===== src/rtl/process_scheduler_pkg.sv =====
// Shared definitions for the round-robin process scheduler: program count,
// program index width and the scheduler FSM state encoding.
package process_scheduler_pkg;

    // Number of program slots and the width of a slot index.
    localparam int NUM_PROGS = 16;
    localparam int PROG_W    = 4;

    // Scheduler FSM states.
    //   RUN     - a program owns the CPU, the time slice is counting
    //   SAVE    - context switcher saves the outgoing program
    //   GAP     - one idle cycle so the switcher can clear its completion flag
    //   RESTORE - context switcher restores the incoming program
    //   DONE    - one idle cycle before handing the CPU to the new program
    typedef enum logic [2:0] {
        RUN     = 3'd0,
        SAVE    = 3'd1,
        GAP     = 3'd2,
        RESTORE = 3'd3,
        DONE    = 3'd4
    } sched_state_e;

    // The CPU is stalled in every state except RUN.
    function automatic logic stalls_cpu(input sched_state_e st);
        return (st != RUN);
    endfunction

endpackage


===== src/rtl/process_scheduler_rr_picker.sv =====
// Combinational round-robin picker: finds the first runnable program strictly
// after the current one, wrapping from the highest slot back to slot 0. The
// current program itself is never a candidate.
module rr_picker
    import process_scheduler_pkg::*;
(
    input  logic [NUM_PROGS-1:0] mask,
    input  logic [PROG_W-1:0]    cur,
    output logic [PROG_W-1:0]    next,
    output logic                 found
);

    logic [PROG_W-1:0] idx_s;

    // Scan offsets 1..NUM_PROGS-1 from cur; the first set bit wins.
    always_comb begin
        next  = {PROG_W{1'b0}};
        found = 1'b0;
        idx_s = {PROG_W{1'b0}};
        for (int off = 1; off < NUM_PROGS; off++) begin
            idx_s = cur + off[PROG_W-1:0];
            if (!found && mask[idx_s]) begin
                found = 1'b1;
                next  = idx_s;
            end else begin
                found = found;
                next  = next;
            end
        end
    end

endmodule


===== src/rtl/process_scheduler.sv =====
// Round-robin time-slice scheduler. Counts down a per-program slice, and on
// expiry (or a yield) hands the CPU to the next runnable program by driving a
// save / gap / restore / done handshake with an external context switcher.
module process_scheduler
    import process_scheduler_pkg::*;
#(
    parameter int QUANTUM_W = 16
)
(
    input  logic                 clock,
    input  logic                 reset,
    input  logic                 enable,
    input  logic [QUANTUM_W-1:0] quantum,
    input  logic [NUM_PROGS-1:0] active_mask,
    input  logic                 yield_req,
    input  logic                 cs_busy,
    output logic                 save_trigger,
    output logic                 restore_trigger,
    output logic [PROG_W-1:0]    progIndex,
    output logic [PROG_W-1:0]    current_prog,
    output logic                 cpu_stall,
    output logic                 switch_done
);

    localparam logic [QUANTUM_W-1:0] CNT_ZERO = {QUANTUM_W{1'b0}};
    localparam logic [QUANTUM_W-1:0] CNT_ONE  = QUANTUM_W'(1'b1);

    // FSM and datapath state
    sched_state_e          state_q,     state_d;
    logic [QUANTUM_W-1:0]  cnt_q,       cnt_d;
    logic [QUANTUM_W-1:0]  quant_q,     quant_d;
    logic [PROG_W-1:0]     cur_q,       cur_d;
    logic [PROG_W-1:0]     next_q,      next_d;
    logic                  seen_busy_q, seen_busy_d;

    // Registered outputs
    logic                  save_q,      save_d;
    logic                  restore_q,   restore_d;
    logic [PROG_W-1:0]     prog_idx_q,  prog_idx_d;
    logic                  stall_q,     stall_d;
    logic                  done_q,      done_d;

    // Picker results and slice bookkeeping
    logic [PROG_W-1:0]     pick_next_s;
    logic                  pick_found_s;
    logic                  slice_on_s;
    logic                  expire_s;

    rr_picker u_picker (
        .mask  (active_mask),
        .cur   (cur_q),
        .next  (pick_next_s),
        .found (pick_found_s)
    );

    // A quantum of zero turns off preemption; only a yield can end the slice.
    assign slice_on_s = (quantum != CNT_ZERO);

    // Next-state logic: slice counting in RUN and the switcher handshake.
    always_comb begin
        state_d     = state_q;
        cnt_d       = cnt_q;
        quant_d     = quant_q;
        cur_d       = cur_q;
        next_d      = next_q;
        seen_busy_d = seen_busy_q;
        expire_s    = 1'b0;

        case (state_q)
            RUN: begin
                // A yield while the counter is already at 1 is still one expiry.
                if (enable) begin
                    expire_s = yield_req || (slice_on_s && (cnt_q == CNT_ONE));
                end else begin
                    expire_s = 1'b0;
                end

                if (expire_s) begin
                    if (pick_found_s) begin
                        // Freeze the target and slice length for the whole switch.
                        next_d      = pick_next_s;
                        quant_d     = quantum;
                        seen_busy_d = 1'b0;
                        state_d     = SAVE;
                    end else begin
                        // Nobody else is runnable: keep running, fresh slice.
                        cnt_d = quantum;
                    end
                end else if (enable && slice_on_s) begin
                    if (cnt_q == CNT_ZERO) begin
                        // Counter was parked at 0 while preemption was off.
                        cnt_d = quantum;
                    end else begin
                        cnt_d = cnt_q - CNT_ONE;
                    end
                end else begin
                    cnt_d = cnt_q;
                end
            end

            SAVE: begin
                // Wait for the switcher to go busy and then idle again.
                if (cs_busy) begin
                    seen_busy_d = 1'b1;
                end else begin
                    seen_busy_d = seen_busy_q;
                end
                if (seen_busy_q && !cs_busy) begin
                    state_d = GAP;
                end else begin
                    state_d = SAVE;
                end
            end

            GAP: begin
                seen_busy_d = 1'b0;
                state_d     = RESTORE;
            end

            RESTORE: begin
                if (cs_busy) begin
                    seen_busy_d = 1'b1;
                end else begin
                    seen_busy_d = seen_busy_q;
                end
                if (seen_busy_q && !cs_busy) begin
                    state_d = DONE;
                end else begin
                    state_d = RESTORE;
                end
            end

            DONE: begin
                cur_d       = next_q;
                cnt_d       = quant_q;
                seen_busy_d = 1'b0;
                state_d     = RUN;
            end

            default: begin
                // Unreachable encodings fall back to a safe running state.
                seen_busy_d = 1'b0;
                state_d     = RUN;
            end
        endcase
    end

    // Output decode from the next state so every output is a flop.
    always_comb begin
        save_d     = (state_d == SAVE);
        restore_d  = (state_d == RESTORE);
        stall_d    = stalls_cpu(state_d);
        done_d     = (state_q == DONE);
        if (state_d == RESTORE) begin
            prog_idx_d = next_d;
        end else begin
            prog_idx_d = cur_d;
        end
    end

    // State and output registers; reset abandons any switch in progress.
    always_ff @(posedge clock) begin
        if (reset) begin
            state_q     <= RUN;
            cnt_q       <= quantum;
            quant_q     <= quantum;
            cur_q       <= {PROG_W{1'b0}};
            next_q      <= {PROG_W{1'b0}};
            seen_busy_q <= 1'b0;
            save_q      <= 1'b0;
            restore_q   <= 1'b0;
            prog_idx_q  <= {PROG_W{1'b0}};
            stall_q     <= 1'b0;
            done_q      <= 1'b0;
        end else begin
            state_q     <= state_d;
            cnt_q       <= cnt_d;
            quant_q     <= quant_d;
            cur_q       <= cur_d;
            next_q      <= next_d;
            seen_busy_q <= seen_busy_d;
            save_q      <= save_d;
            restore_q   <= restore_d;
            prog_idx_q  <= prog_idx_d;
            stall_q     <= stall_d;
            done_q      <= done_d;
        end
    end

    assign save_trigger    = save_q;
    assign restore_trigger = restore_q;
    assign progIndex       = prog_idx_q;
    assign current_prog    = cur_q;
    assign cpu_stall       = stall_q;
    assign switch_done     = done_q;

endmodule


===== config.mk =====
export PLATFORM = sky130hd
export DESIGN_NAME = process_scheduler
export DESIGN_NICKNAME = d
export VERILOG_FILES = /design/src/rtl/process_scheduler_pkg.sv /design/src/rtl/process_scheduler_rr_picker.sv /design/src/rtl/process_scheduler.sv
export SDC_FILE = /design/constraint.sdc
export NUM_CORES = 1
export LEC_CHECK = 0
export ABC_AREA = 1
export CORE_ASPECT_RATIO = 0.8
export CORE_MARGIN = 2
export CORE_UTILIZATION = 53
export CTS_BUF_LIST = sky130_fd_sc_hd__clkbuf_4 sky130_fd_sc_hd__clkbuf_8
export DETAILED_ROUTE_END_ITERATION = 16
export PLACE_DENSITY = 0.82
export SLEW_MARGIN = 25
export SYNTH_ARGS = -nofsm -noshare
export SYNTH_HDL_FRONTEND = slang
export SYNTH_SLANG_ARGS = --single-unit

===== constraint.sdc =====
create_clock -name clock -period 4.25 [get_ports clock]
set_input_delay 0.6375 -clock clock [delete_from_list [all_inputs] [get_ports clock]]
set_output_delay 0.6375 -clock clock [all_outputs]
set_load 0.05 [all_outputs]

==> results_dict.tcl <==
set metrics [dict create \
    grt_max_degree 25 \
    yosys.area.top_type "edfxtp_1" \
    layout_common_cells "nand2_1, nand3_1, nor2_1" \
    timing.setup.critical_path_class "flop to flop" \
    wire_per_inst_um 15.7 \
    final_period_minus_worst_setup_slack_ps 3690 \
    vdd_ir_drop_max_mv 0.214 \
    nFillCells 699 \
    io_buffer_count 48 \
    ff2ff_setup_slack_ps 560 \
    insertedDiodeCount 0 \
    area_growth_syn_to_layout_pct 17.0 \
    critPathMostFrequentCell "inv_1" \
    postSynthAreaPerCell_um2 6.79 \
    synth_edf_count 32 \
    cp_top_family "simple AND/OR/NAND/NOR gates" \
    clkTransAtPathRegs_ps 90 \
    fin_crit_sh_pct 86.9 \
    critPathMaxStageDelay_ps 470 \
    ctsHoldBuffers 0 \
    finalNetCount 723 \
    cpMaxStageDelayCell "ha_1" \
    critical_path_rt_ps 4210 \
    cts_max_level 2 \
    syn_nets 675 \
    ys_warn_count 0 \
    layout_commonest_cell "nand2_1" \
    share_of_post_route_cells_with_drive_strength_above_1_pct 7.39 \
    cts_made_buffers 5 \
    finalHoldViolations 0 \
    clk_path_buf_depth 2 \
    number_of_flip_flops_and_latches_in_the_synthesized_netlist 52 \
    clkLatencyLatePin_ps 310 \
    leakage_power_nw 2.22 \
    yosys_top_cell_area_share_pct 22.5 \
    ys_seq_area_share_pct 31.9 \
    fp.coreArea_um2 7870 \
    report.final.setup_viol 0 \
    cts_post_setup_buffers_inserted 0 \
    grt.total_usage_pct 28.5 \
    timing.clock.skew_ps 13.7 \
    power_density_nw_per_um2 250 \
    setup_repair_after_global_routing_missed_its_margin "no" \
    synth.cell_area_um2 4260 \
    r2r_startpoint "current_prog[1]$_SDFF_PP0_" \
    drt_first_pass_iters 5 \
    place.detailed.instances 777 \
    post_cts_repair_resize_count 0 \
    pin_count 49 \
    hold_path_depth 2 \
    die_area_um2 8780 \
    timing_max_transition_violations_final 0 \
    detail-route-antenna-nets 0 \
    detail_route.vias_per_cell 5.78 \
    drt_wl_total_um 12300 \
    chipWidth_um 104 \
    gp_routability_congestion 1.02 \
    crit_path_start_kind "flop" \
    max-slew-margin-rel_pct 40.4 \
    critical_path.endpoint_type "flop" \
    cts-root-buf "clkbuf_8" \
    worstReg2RegEnd "quant_q[8]$_DFFE_PP_" \
    netlist-cell-type-count 47 \
    grt_antenna_before_repair 0 \
    cts.sinks 52 \
    ys_dominant_reg_cell "edfxtp_1" \
    post-dp-hpwl_um 9270 \
    instances_no_fill 785 \
    asyncSetResetFlopFracSynth_pct 0 \
    tightestPinTransition_ps 892 \
    std_cell_rows 29 \
    cp.buffers_inverters 5 \
    initial_core_util_pct 54.2 \
    hold_start "seen_busy_q$_SDFFE_PP0P_" \
    worstPathMaxFanout 16 \
    layout.cell_area.non_filler_um2 4990 \
    total_number_of_vias 4538 \
    die_h_um 84.2 \
    post_syn_instances 628 \
    first_pass_grt_wire_length_um 20200 \
    cts_tree "built" \
    post_dp_cell_area_um2 4860 \
    worst_r2r_path_depth 18 \
    worstPathCellList "inv_1, buf_4, ha_1, inv_1, nand3_1, nand2_1, o21ai_1, nand3_2, nor2_2, nand4_2, nor2_4, nand4_4, nor2_8, nand4_4, nand3_4, inv_2, nor2_1, inv_1" \
    gr-total-overflow 0 \
    number_of_remaining_drc_errors 0 \
    whs_endpoint "seen_busy_q$_SDFFE_PP0P_" \
    vias_in_the_first_global_route 4145 \
    fmax_mhz 271 \
    setup_tns_ps 0 \
    arrival_ps 3650 \
    maxCapViolations 0 \
    hp-class "flop to flop" \
    synth.top_cells.by_area "edfxtp_1, nand2_1, nand3_1" \
    drt_first_iter_violations 478 \
    status "finished, final reports clean" \
]
[through the flow]
step	power (mW)	hold slack, ps	setup WS, ps	utilization [%]
final	1.25	465	555	63.4
after global routing	1.31	506	239	63.4
after CTS	1.24	469	584	63.4
after detailed placement	0.880	455	572	61.8
after global placement	0.870	447	644	61.8
after floorplan	0.781	434	176	-
[worst min-delay path, cell delays in order (launching register included)]
cell	delay (ps)
dfxtp_1	310
inv_1	60
a21oi_1	60
[sequential cells by signal, indices dropped and copies added, names as in the netlist]
| signal | cells |
|---|---|
| cpu_stall | 1 |
| state_q | 3 |
| restore_trigger | 1 |
| progIndex | 4 |
| cnt_q | 16 |
| next_q | 4 |
| save_trigger | 1 |
| current_prog | 4 |
| quant_q | 16 |
| seen_busy_q | 1 |
| switch_done | 1 |
[cell usage after synthesis, drive strengths merged (2+ instances only)]
cell type,n
a21oi,20
a221o,4
a31oi,2
buf,9
clkbuf,8
dfxtp,20
edfxtp,32
ha,10
inv,72
nand2,171
nand3,109
nand4,15
nor2,78
nor3,7
nor4,4
o211ai,8
o21a,3
o21ai,32
xnor2,8
xor2,7
[power by group]
group          internal (mW)  switching [mW]  leakage, nW
clock                  0.208           0.164       0.0645
combinational          0.103           0.159         1.67
sequential             0.586          0.0285        0.485
total                  0.897           0.352         2.22
[area by class of cell]
| cell class | instances | area [um^2] | share of cell area (%) |
|---|---|---|---|
| multi-input cells | 487 | 2530 | 50.8 |
| clock buffers | 7 | 96.3 | 1.93 |
| well taps | 108 | 135 | 2.71 |
| repair buffers | 58 | 556 | 11.1 |
| inverters | 72 | 275 | 5.52 |
| clock inverters | 1 | 30.0 | 0.602 |
| flip-flops and latches | 52 | 1360 | 27.3 |
[worst max-delay path by stage]
stage / startpoint / endpoint / slack [ps] / depth (start not counted)
6_report: current_prog[1]$_SDFF_PP0_ / quant_q[8]$_DFFE_PP_ / 560 / 18
5_1_grt: current_prog[0]$_SDFF_PP0_ / quant_q[8]$_DFFE_PP_ / 240 / 21
4_1_cts: current_prog[1]$_SDFF_PP0_ / quant_q[8]$_DFFE_PP_ / 580 / 18
3_5_place_dp: active_mask[4] / quant_q[7]$_DFFE_PP_ / 570 / 19
3_3_place_gp: active_mask[6] / quant_q[9]$_DFFE_PP_ / 640 / 19
2_1_floorplan: current_prog[1]$_SDFF_PP0_ / cnt_q[0]$_DFFE_PP_ / 180 / 21
[routing by layer]
metal / vias to the layer above / share of wire (%) / track usage (%)
met5: - / 0 / 0
met4: 0 / 1.1 / 7.62
met3: 18 / 12 / 7.76
met2: 282 / 42 / 41.6
met1: 2045 / 45 / 41.5
li1: 2193 / - / -
[logic make-up (layout without fill, tap and decap cells)]
kind of cell | count (synthesis) | after routing | synth area share [%]
AOI/OAI and AO/OA | 74 | 74 | 10.5
xor gates and xnor gates | 15 | 15 | 3.52
adders and majority gates | 10 | 10 | 2.93
buffers and inverters | 89 | 138 | 8.71
DFF | 52 | 52 | 31.9
and+or+nand+nor | 388 | 388 | 42.4
Power figures use the tool's default switching activity.
